==> src/rtl/ide_pio_sequencer_if.sv <==
// 68000-side bus and IDE strobe signals of the PIO sequencer.
// Handshake: a cycle is requested while AS_n is low with a data strobe and
// ide_select; DTACK answers once the drive transfer completes and drops on
// the first edge that samples AS_n high.
interface ide_pio_sequencer_if;
    logic       AS_n;
    logic       UDS_n;
    logic       LDS_n;
    logic       RW;
    logic       ide_select;
    logic       IORDY;
    logic       IOR_n;
    logic       IOW_n;
    logic       DTACK;
    logic       BUSY;
    logic       timeout_err;
    logic [2:0] state_dbg;

    modport master (
        output AS_n, UDS_n, LDS_n, RW, ide_select, IORDY,
        input  IOR_n, IOW_n, DTACK, BUSY, timeout_err, state_dbg
    );

    modport slave (
        input  AS_n, UDS_n, LDS_n, RW, ide_select, IORDY,
        output IOR_n, IOW_n, DTACK, BUSY, timeout_err, state_dbg
    );
endinterface

==> src/rtl/ide_pio_sequencer.sv <==
// IDE PIO cycle sequencer: programmable setup/active/recovery timing with a
// bounded IORDY wait, acknowledging the 68000 only after the drive transfer.
module ide_pio_sequencer #(
    parameter int SETUP_CYCLES    = 1,
    parameter int ACTIVE_CYCLES   = 3,
    parameter int RECOVERY_CYCLES = 2,
    parameter int IORDY_TIMEOUT   = 64
) (
    input  logic               CLK,
    input  logic               RESET,
    ide_pio_sequencer_if.slave bus
);
    localparam logic [7:0] SETUP_LD = 8'(SETUP_CYCLES - 1);
    localparam logic [7:0] ACT_LD   = 8'(ACTIVE_CYCLES - 1);
    localparam logic [7:0] REC_LD   = 8'(RECOVERY_CYCLES - 1);
    localparam logic [7:0] TO_LAST  = 8'(IORDY_TIMEOUT - 1);

    typedef enum logic [2:0] {
        S_IDLE, S_SETUP, S_ACTIVE, S_WAIT_RDY, S_DONE, S_RECOVER
    } state_t;

    state_t     state;
    logic [7:0] cnt;
    logic [7:0] wcnt;
    logic       rd_q;
    logic       iordy_m;
    logic       iordy_s;
    logic       req;

    assign req           = !bus.AS_n && (!bus.UDS_n || !bus.LDS_n) && bus.ide_select;
    assign bus.BUSY      = (state != S_IDLE);
    assign bus.state_dbg = state;

    always_ff @(posedge CLK or posedge RESET) begin
        if (RESET) begin
            iordy_m <= 1'b0;
            iordy_s <= 1'b0;
        end else begin
            iordy_m <= bus.IORDY;
            iordy_s <= iordy_m;
        end
    end

    always_ff @(posedge CLK or posedge RESET) begin
        if (RESET) begin
            state           <= S_IDLE;
            cnt             <= 8'd0;
            wcnt            <= 8'd0;
            rd_q            <= 1'b0;
            bus.IOR_n       <= 1'b1;
            bus.IOW_n       <= 1'b1;
            bus.DTACK       <= 1'b0;
            bus.timeout_err <= 1'b0;
        end else begin
            case (state)
                S_IDLE: begin
                    if (req) begin
                        state           <= S_SETUP;
                        cnt             <= SETUP_LD;
                        rd_q            <= bus.RW;
                        bus.timeout_err <= 1'b0;
                    end
                end
                S_SETUP: begin
                    if (bus.AS_n) begin
                        state <= S_RECOVER;
                        cnt   <= REC_LD;
                    end else if (cnt != 8'd0) begin
                        cnt <= cnt - 8'd1;
                    end else begin
                        state     <= S_ACTIVE;
                        cnt       <= ACT_LD;
                        bus.IOR_n <= !rd_q;
                        bus.IOW_n <= rd_q;
                    end
                end
                S_ACTIVE: begin
                    if (bus.AS_n) begin
                        state     <= S_RECOVER;
                        cnt       <= REC_LD;
                        bus.IOR_n <= 1'b1;
                        bus.IOW_n <= 1'b1;
                    end else if (cnt != 8'd0) begin
                        cnt <= cnt - 8'd1;
                    end else if (iordy_s) begin
                        state     <= S_DONE;
                        bus.DTACK <= 1'b1;
                        bus.IOW_n <= 1'b1;
                    end else begin
                        state <= S_WAIT_RDY;
                        wcnt  <= 8'd0;
                    end
                end
                S_WAIT_RDY: begin
                    // Ready is checked before the timeout so a late IORDY still wins.
                    if (bus.AS_n) begin
                        state     <= S_RECOVER;
                        cnt       <= REC_LD;
                        bus.IOR_n <= 1'b1;
                        bus.IOW_n <= 1'b1;
                    end else if (iordy_s) begin
                        state     <= S_DONE;
                        bus.DTACK <= 1'b1;
                        bus.IOW_n <= 1'b1;
                    end else if (wcnt == TO_LAST) begin
                        state           <= S_DONE;
                        bus.DTACK       <= 1'b1;
                        bus.IOW_n       <= 1'b1;
                        bus.timeout_err <= 1'b1;
                    end else begin
                        wcnt <= wcnt + 8'd1;
                    end
                end
                S_DONE: begin
                    // A read keeps IOR_n low until the CPU ends its bus cycle.
                    if (bus.AS_n) begin
                        state     <= S_RECOVER;
                        cnt       <= REC_LD;
                        bus.IOR_n <= 1'b1;
                        bus.IOW_n <= 1'b1;
                        bus.DTACK <= 1'b0;
                    end
                end
                S_RECOVER: begin
                    if (cnt != 8'd0) begin
                        cnt <= cnt - 8'd1;
                    end else begin
                        state <= S_IDLE;
                    end
                end
                default: state <= S_IDLE;
            endcase
        end
    end
endmodule
==> src/flat_wrapper.sv <==
// flat-port wrapper written by rule: the top's interface ports become plain ports
module ide_pio_sequencer_flat 
#(
    parameter int SETUP_CYCLES    = 1,
    parameter int ACTIVE_CYCLES   = 3,
    parameter int RECOVERY_CYCLES = 2,
    parameter int IORDY_TIMEOUT   = 64
)
  (CLK, RESET, bus_AS_n, bus_UDS_n, bus_LDS_n, bus_RW, bus_ide_select, bus_IORDY, bus_IOR_n, bus_IOW_n, bus_DTACK, bus_BUSY, bus_timeout_err, bus_state_dbg);
  ide_pio_sequencer_if bus_i ();
  input  logic CLK;
  input  logic RESET;
  input wire logic [$bits(bus_i.AS_n)-1:0] bus_AS_n;
  input wire logic [$bits(bus_i.UDS_n)-1:0] bus_UDS_n;
  input wire logic [$bits(bus_i.LDS_n)-1:0] bus_LDS_n;
  input wire logic [$bits(bus_i.RW)-1:0] bus_RW;
  input wire logic [$bits(bus_i.ide_select)-1:0] bus_ide_select;
  input wire logic [$bits(bus_i.IORDY)-1:0] bus_IORDY;
  output wire logic [$bits(bus_i.IOR_n)-1:0] bus_IOR_n;
  output wire logic [$bits(bus_i.IOW_n)-1:0] bus_IOW_n;
  output wire logic [$bits(bus_i.DTACK)-1:0] bus_DTACK;
  output wire logic [$bits(bus_i.BUSY)-1:0] bus_BUSY;
  output wire logic [$bits(bus_i.timeout_err)-1:0] bus_timeout_err;
  output wire logic [$bits(bus_i.state_dbg)-1:0] bus_state_dbg;
  assign bus_i.AS_n = bus_AS_n;
  assign bus_i.UDS_n = bus_UDS_n;
  assign bus_i.LDS_n = bus_LDS_n;
  assign bus_i.RW = bus_RW;
  assign bus_i.ide_select = bus_ide_select;
  assign bus_i.IORDY = bus_IORDY;
  assign bus_IOR_n = bus_i.IOR_n;
  assign bus_IOW_n = bus_i.IOW_n;
  assign bus_DTACK = bus_i.DTACK;
  assign bus_BUSY = bus_i.BUSY;
  assign bus_timeout_err = bus_i.timeout_err;
  assign bus_state_dbg = bus_i.state_dbg;
  ide_pio_sequencer #(.SETUP_CYCLES(SETUP_CYCLES), .ACTIVE_CYCLES(ACTIVE_CYCLES), .RECOVERY_CYCLES(RECOVERY_CYCLES), .IORDY_TIMEOUT(IORDY_TIMEOUT)) u_core (.CLK(CLK), .RESET(RESET), .bus(bus_i));
endmodule
==> config.mk <==
export PLATFORM = sky130hd
export DESIGN_NAME = ide_pio_sequencer_flat
export DESIGN_NICKNAME = d
export VERILOG_FILES = /design/src/rtl/ide_pio_sequencer_if.sv /design/src/rtl/ide_pio_sequencer.sv /design/src/flat_wrapper.sv
export SDC_FILE = /design/constraint.sdc
export NUM_CORES = 1
export LEC_CHECK = 0
export CORE_AREA = 2 2 71 73
export DETAILED_ROUTE_END_ITERATION = 7
export DIE_AREA = 0 0 73 75
export PLACE_DENSITY_LB_ADDON = 0.2
export SETUP_SLACK_MARGIN = 0.1
export SYNTH_ARGS = -nofsm -noshare
export SYNTH_HDL_FRONTEND = slang
export SYNTH_SLANG_ARGS = --single-unit
==> constraint.sdc <==
create_clock -name CLK -period 2.7 [get_ports CLK]
set_input_delay 0.54 -clock CLK [delete_from_list [all_inputs] [get_ports CLK]]
set_output_delay 0.54 -clock CLK [all_outputs]
set_load 0.02 [all_outputs]
==> results of run 1 <==
worst min path at each step:
| stage | startpoint | to | slack (ns) | depth (start not counted) |
|---|---|---|---|---|
| after floorplan | u_core.iordy_m$_DFF_PP0_ | u_core.iordy_s$_DFF_PP0_ | 0.33 | 0 |
| after global routing | u_core.iordy_m$_DFF_PP0_ | u_core.iordy_s$_DFF_PP0_ | 0.38 | 0 |
| after detailed placement | u_core.iordy_m$_DFF_PP0_ | u_core.iordy_s$_DFF_PP0_ | 0.33 | 0 |
| after global placement | u_core.iordy_m$_DFF_PP0_ | u_core.iordy_s$_DFF_PP0_ | 0.34 | 0 |
| after CTS | u_core.iordy_m$_DFF_PP0_ | u_core.iordy_s$_DFF_PP0_ | 0.36 | 0 |
| final | u_core.iordy_m$_DFF_PP0_ | u_core.iordy_s$_DFF_PP0_ | 0.36 | 0 |
stage by stage:
stage          utilization [%]  total power, W  setup slack, ns
6_report                 40.11        0.001908           0.2579
5_1_grt                  40.11        0.002059           0.1541
4_1_cts                  40.11        0.001923           0.2479
3_5_place_dp             38.93        0.001654           0.1301
3_3_place_gp             38.93        0.001634           0.1840
2_1_floorplan                -        0.001307           0.4079
flip-flops by register name (all words and copies together), names as in the netlist:
signal / count
u_core.bus.DTACK: 1
u_core.bus.IOR_n: 1
u_core.bus.IOW_n: 1
u_core.bus.state_dbg: 3
u_core.bus.timeout_err: 1
u_core.cnt: 8
u_core.iordy_m: 1
u_core.iordy_s: 1
u_core.rd_q: 1
u_core.wcnt: 8
per-layer routing:
layer	GRT usage [%]	vias to the layer above	part of all wire, %
met1	19.21	652	44
met3	3.748	6	4.5
met4	4.527	0	1.4
li1	-	658	-
met2	27.13	27	50
met5	0	-	0
layout by cell type (no fill, tap or decap), types with 5 or more instances in the layout:
| master | netlist | final |
|---|---|---|
| nand2b_1 | 5 | 5 |
| buf_4 | 0 | 9 |
| nor3_1 | 6 | 6 |
| nor2_1 | 17 | 17 |
| inv_1 | 10 | 10 |
| o21ai_0 | 9 | 9 |
| dfrtp_1 | 24 | 24 |
| nand2_1 | 6 | 6 |
| a21oi_1 | 13 | 13 |
| clkdlybuf4s50_1 | 0 | 15 |
where the power goes:
part | switching (W) | internal [W] | leakage, nW
clock network | 0.000130 | 0.000131 | 0.0288
registers | 0.000107 | 0.000497 | 0.336
logic | 0.000561 | 0.000483 | 0.460
cell type report:
type,instances,share of cell area [%]
inverters,11,2.343
multi-input cells,124,44.51
flip-flops and latches,26,34.94
repair buffers,24,11.65
well taps,54,3.614
clock buffers,4,2.945
logic make-up after synthesis:
family,synth area share (%)
buffers and inverters,5.569
DFF,41.53
xor gates and xnor gates,3.341
muxes,3.659
adders and majority gates,3.182
AOI/OAI and AO/OA,19.49
and+or+nand+nor,23.23
critical path: stages, from the launching register on:
cell             delay, ns
dfrtp_1               0.53
nor3_1                0.42
inv_1                 0.11
clkdlybuf4s50_1       0.57
==> qor.csv, run 1 <==
stage,metric,value,unit
die,row cnt,25,
drt,"antenna viol nets, final",0,
grt,vias in the first global route,1407,
sta,Max Slew Vio Count,0,
die,Initial Util,33.74,%
setup_path,Worst R2R Setup Slack,0.30,ns
power,PwrDens,1021,mW/mm^2
layout,Layout area overhead,18.85,%
synthesis,register bit total from synthesis,26,
clock_network,CTS root buffer,clkbuf_8,
grt,total grt overflow,0,
sta,unrepaired setup endpoints after global routing,no,
sta,normalized max-slew margin,56.08,%
drt,final wirelength,3706,um
grt,antenna violations before repair,0,
status,outcome,"complete, no violations",
setup_path,critical path peak fanout,13,
drt,number of remaining DRC errors,0,
drt,Iteration-0 DRC Markers,30,
placed_design,Final Wtd Congestion,0.8311,
power,Peak VDD IR,0.0004378,V
synthesis,Post-synth top cells,"dfrtp_1 (24), nor2_1 (17), a21oi_1 (13)",
clock_network,post-CTS setup buffer count,0,
sta,worst hold margin,0.3553,ns
grt,largest net degree at the start of global routing,19,
flow_run,Max-Cap Viols,0,
setup_path,RR Startpoint,u_core.cnt[4]$_DFFE_PP0P_,
sta,part of the cycle the worst path needs,90.45,%
setup_path,kind of critical path,flip-flop to primary output,
placed_design,Placement Cell Area,0.001814,mm^2
hold_path,worst hold path class,flip-flop to flip-flop,
clock_network,TritonCTS Sinks,26,
setup_path,CP endpoint kind,primary output,
sta,Slew @ Worst Pin,0.6581,ns
die,Die Y-Extent,75,um
layout,Reg area,653.1,um^2
sta,Clock Skews,0.002374,ns
drt,vias per std cell,5.527,
synthesis,share of the synthesized area in the top cell type,38.19,%
layout,multi-input logic area,832.0,um^2
synthesis,Netlist cell types,51,
die,total I/O pin count,16,
synthesis,"Avg Cell Area, Syn",9.252,um^2
synthesis,cell taking the most area after synthesis,dfrtp_1,
synthesis,Synth Cell Area,0.001573,mm^2
sta,minimum clock period after layout,2.442,ns
setup_path,CP endpoint,bus_BUSY,
placed_design,Placed Cells,239,
clock_network,CTS tree,yes,
grt,first-pass GRT wire length,6568,um
die,die area,0.005475,mm^2
synthesis,ys flop type,dfrtp_1,
clock_network,cts repair resizes,0,
grt,gr usage total,15.58,%
clock_network,"Clk Latency, worst-skew pair",0.28,ns
layout,layout cells sized above 1,13.23,%
layout,nets@finish,202,
sta,Setup TNS,0,ns
synthesis,YS warnings,0,
synthesis,Area contributors post-synth,"dfrtp_1 (38%), a21oi_1 (4.1%), nor2_1 (4.1%)",
clock_network,clk buf depth,2,
layout,"Design Area, Final",0.001869,mm^2
layout,n_diodes,0,
clock_network,Clock Pin Slew Worst Setup and Hold Paths,0.09,ns
layout,Layout Cells excl Fill,243,
setup_path,reg2reg end,u_core.cnt[0]$_DFFE_PP0P_,
setup_path,beginning of the critical path,u_core.bus.state_dbg[1]$_DFFE_PP0P_,
clock_network,Clock H-tree levels,1,
clock_network,cts bufs inserted,3,
placed_design,# port buffers,15,
placed_design,Detailed Place HPWL,2812,um
synthesis,Mapped Nets,182,
drt,routed len/inst,15.25,um
setup_path,Worst R2R Path Depth,7,
die,Die Span X,73,um
power,leak pwr,0.8248,nW
synthesis,share of the yosys chip area belonging to registers,41.53,%
sta,Highest Clock Rate,409.5,MHz
die,Core ar.,0.004661,mm^2
synthesis,Cells after Synth,170,
setup_path,critical path arrival,1.90,ns
synthesis,most frequent cell after synthesis,dfrtp_1,
layout,fill count,461,
clock_network,CTS Hold Buffers Added,0,
drt,via count,1343,
drt,DR pass1 iterations,4,
synthesis,"FFs w/ async S/R, synth",100.0,%
synthesis,number of synthesized flops with an enable pin,0,
sta,Final Hold Fails,0,
setup_path,WP data required,2.16,ns
setup_path,critical path launch point type,flip-flop,
sta,Setup-failing EPs final,0,
(Power assumes the default switching activity.)
==> run 2: changes to the inputs <==
--- a/config.mk
+++ b/config.mk
@@ -8,6 +8,7 @@
 export CORE_AREA = 2 2 71 73
 export DETAILED_ROUTE_END_ITERATION = 7
 export DIE_AREA = 0 0 73 75
+export HOLD_SLACK_MARGIN = 0.08
 export PLACE_DENSITY_LB_ADDON = 0.2
 export SETUP_SLACK_MARGIN = 0.1
 export SYNTH_ARGS = -nofsm -noshare
==> results of run 2 <==
No change in the layout: final DEF, timing and power equal those of run 1.
==> run 3: changes to the inputs <==
--- a/config.mk
+++ b/config.mk
@@ -11,6 +11,7 @@
 export HOLD_SLACK_MARGIN = 0.08
 export PLACE_DENSITY_LB_ADDON = 0.2
 export SETUP_SLACK_MARGIN = 0.1
+export SLEW_MARGIN = 15
 export SYNTH_ARGS = -nofsm -noshare
 export SYNTH_HDL_FRONTEND = slang
 export SYNTH_SLANG_ARGS = --single-unit
==> constraint.sdc (replaced) <==
create_clock -name CLK -period 2.6 [get_ports CLK]
set_input_delay 0.52 -clock CLK [delete_from_list [all_inputs] [get_ports CLK]]
set_output_delay 0.52 -clock CLK [all_outputs]
set_load 0.02 [all_outputs]
==> run 3 against run 2 <==
  * Combinational power is 4% higher
  * Clock power is 33% higher
  * Final cell count is 0.82% higher
  * Die area stayed put
  * Via count is 1.6% higher
  * Critical path type is now flip-flop to flip-flop
  * Wire length is 2.0% lower
  * Setup slack better by 0.013 ns
  * Register-to-register slack worse by 0.03 ns
  * Non-clock buffer count is 2 higher
==> qor.csv, run 3 (synthesis results as in run 1) <==
stage,metric,value,unit
status,outcome,"complete, no violations",
grt,largest net degree at the start of global routing,27,
setup_path,critical path peak fanout,5,
layout,"commonest cells after routing, fill and taps aside","dfrtp_1 (24), nor2_1 (17), clkdlybuf4s50_1 (15), a21oi_1 (13), buf_4 (11)",
sta,Clock Skews,0.006590,ns
die,Die Y-Extent,75,um
drt,number of remaining DRC errors,0,
setup_path,"delay-heaviest family, CP",simple AND/OR/NAND/NOR gates,
grt,total grt overflow,0,
placed_design,# port buffers,15,
sta,Setup-failing EPs final,0,
sta,Final Hold Fails,0,
power,internal power,0.001227,W
placed_design,Final Wtd Congestion,0.7530,
layout,post-layout util,40.89,%
power,clock power share,16.8,%
power,P_sw,0.0008337,W
hold_path,Worst Hold Launch,u_core.iordy_m$_DFF_PP0_,
drt,vias per std cell,5.571,
setup_path,Worst R2R Path Depth,6,
sta,Slew @ Worst Pin,0.4264,ns
drt,routed len/inst,14.82,um
setup_path,Bufs and invs on worst path,1,
setup_path,CP endpoint kind,flip-flop,
die,total I/O pin count,16,
grt,vias in the first global route,1338,
drt,via count,1365,
clock_network,Clock Pin Slew Worst Setup and Hold Paths,0.10,ns
hold_path,Worst Hold Path EP,u_core.iordy_s$_DFF_PP0_,
setup_path,CP peak stage delay,0.57,ns
drt,final wirelength,3632,um
setup_path,worst path cell trace,or4_4 > nor4_4 > inv_4 > a21o_1 > a2111o_1 > mux2_4,
drt,DR pass1 iterations,4,
drt,Iteration-0 DRC Markers,95,
layout,Layout area overhead,21.16,%
grt,antenna violations before repair,0,
layout,Layout Cells excl Fill,245,
layout,layout cells sized above 1,14.66,%
clock_network,CTS tree,yes,
hold_path,worst hold path class,flip-flop to flip-flop,
setup_path,RR Startpoint,u_core.cnt[4]$_DFFE_PP0P_,
clock_network,CTS root buffer,clkbuf_8,
sta,unrepaired setup endpoints after global routing,no,
setup_path,Worst R2R Setup Slack,0.27,ns
die,die area,0.005475,mm^2
flow_run,Max-Cap Viols,0,
layout,nets@finish,204,
placed_design,Placed Cells,241,
clock_network,Clock H-tree levels,1,
setup_path,kind of critical path,flip-flop to flip-flop,
power,PwrDens,1082,mW/mm^2
clock_network,TritonCTS Sinks,26,
die,Core ar.,0.004661,mm^2
placed_design,Detailed Place HPWL,2650,um
setup_path,critical path arrival,2.55,ns
sta,Setup TNS,0,ns
layout,"commonest non-fill, non-tap cell in the layout",dfrtp_1,
clock_network,cts bufs inserted,3,
power,sequential fraction of design power,30.7,%
placed_design,worst slack at placement,0.2352,ns
power,total power,0.002061,W
power,logic gate share of total power,52.5,%
clock_network,"Clk Latency, worst-skew pair",0.28,ns
sta,final worst slack,0.2708,ns
layout,multi-input logic area,837.1,um^2
clock_network,clk buf depth,2,
sta,Max Slew Vio Count,0,
drt,"antenna viol nets, final",0,
grt,first-pass GRT wire length,6292,um
sta,minimum clock period after layout,2.329,ns
sta,normalized max-slew margin,71.17,%
hold_path,Hold Path Cell Cnt,0,
layout,n_diodes,0,
layout,Reg area,653.1,um^2
sta,Highest Clock Rate,429.3,MHz
die,Initial Util,33.74,%
clock_network,CTS Hold Buffers Added,0,
die,row cnt,25,
grt,gr usage total,14.72,%
setup_path,WP data required,2.82,ns
sta,part of the cycle the worst path needs,89.59,%
power,switching portion of total power,40.45,%
setup_path,reg2reg end,u_core.bus.IOW_n$_DFFE_PP1P_,
layout,fill count,458,
power,Peak VDD IR,0.0006170,V
setup_path,critical path launch point type,flip-flop,
setup_path,CP max-delay cell,or4_4,
die,Die Span X,73,um
power,leak pwr,0.8435,nW
-- run 3: power groups by stage --
stage,registers (W),logic (W),clock network (W)
2_1_floorplan,0.000637,0.000720,0
3_5_place_dp,0.000634,0.00108,0
4_1_cts,0.000628,0.00108,0.000354
5_1_grt,0.000648,0.00120,0.000364
3_3_place_gp,0.000635,0.00108,0
6_report,0.000633,0.00108,0.000347
-- run 3: worst max-delay path by stage --
stage,cells after the start,slack [ns],from,to
3_5_place_dp,7,0.24,bus_AS_n,u_core.wcnt[5]$_DFFE_PP0P_
6_report,6,0.27,u_core.cnt[4]$_DFFE_PP0P_,u_core.bus.IOW_n$_DFFE_PP1P_
2_1_floorplan,6,0.31,u_core.cnt[4]$_DFFE_PP0P_,u_core.bus.IOW_n$_DFFE_PP1P_
4_1_cts,3,0.17,u_core.bus.state_dbg[1]$_DFFE_PP0P_,bus_BUSY
3_3_place_gp,7,0.16,bus_AS_n,u_core.bus.state_dbg[2]$_DFFE_PP0P_
5_1_grt,3,0.19,u_core.bus.state_dbg[1]$_DFFE_PP0P_,bus_BUSY
-- run 3: layout make-up --
cell class / count / share of cell area [%]
flip-flops and latches: 26 / 34.27
repair buffers: 26 / 12.21
clock inverters: 1 / 1.576
clock buffers: 3 / 2.167
multi-input cells: 124 / 43.93
well taps: 54 / 3.546
inverters: 11 / 2.298
-- run 3: per-stage QoR --
stage	hold WS, ns	cell area, um^2
floorplan	0.3312	1573
global placement	0.3320	1829
global route	0.3791	1906
CTS	0.3694	1901
finish	0.3650	1906
detailed placement	0.3449	1829
-- run 3: per-layer routing --
metal	vias to the layer above	share of wire (%)	global-route usage [%]
li1	667	-	-
met1	649	48	19.97
met2	47	46	23.52
met3	2	5.8	3.882
met4	0	0.61	3.704
met5	-	0	0
-- run 3: timing repair --
| action | CTS | global route |
|---|---|---|
| buffers inserted | 0 | 0 |
| setup endpoints to repair | 0 | 1 |
| gates resized for setup | 0 | 1 |
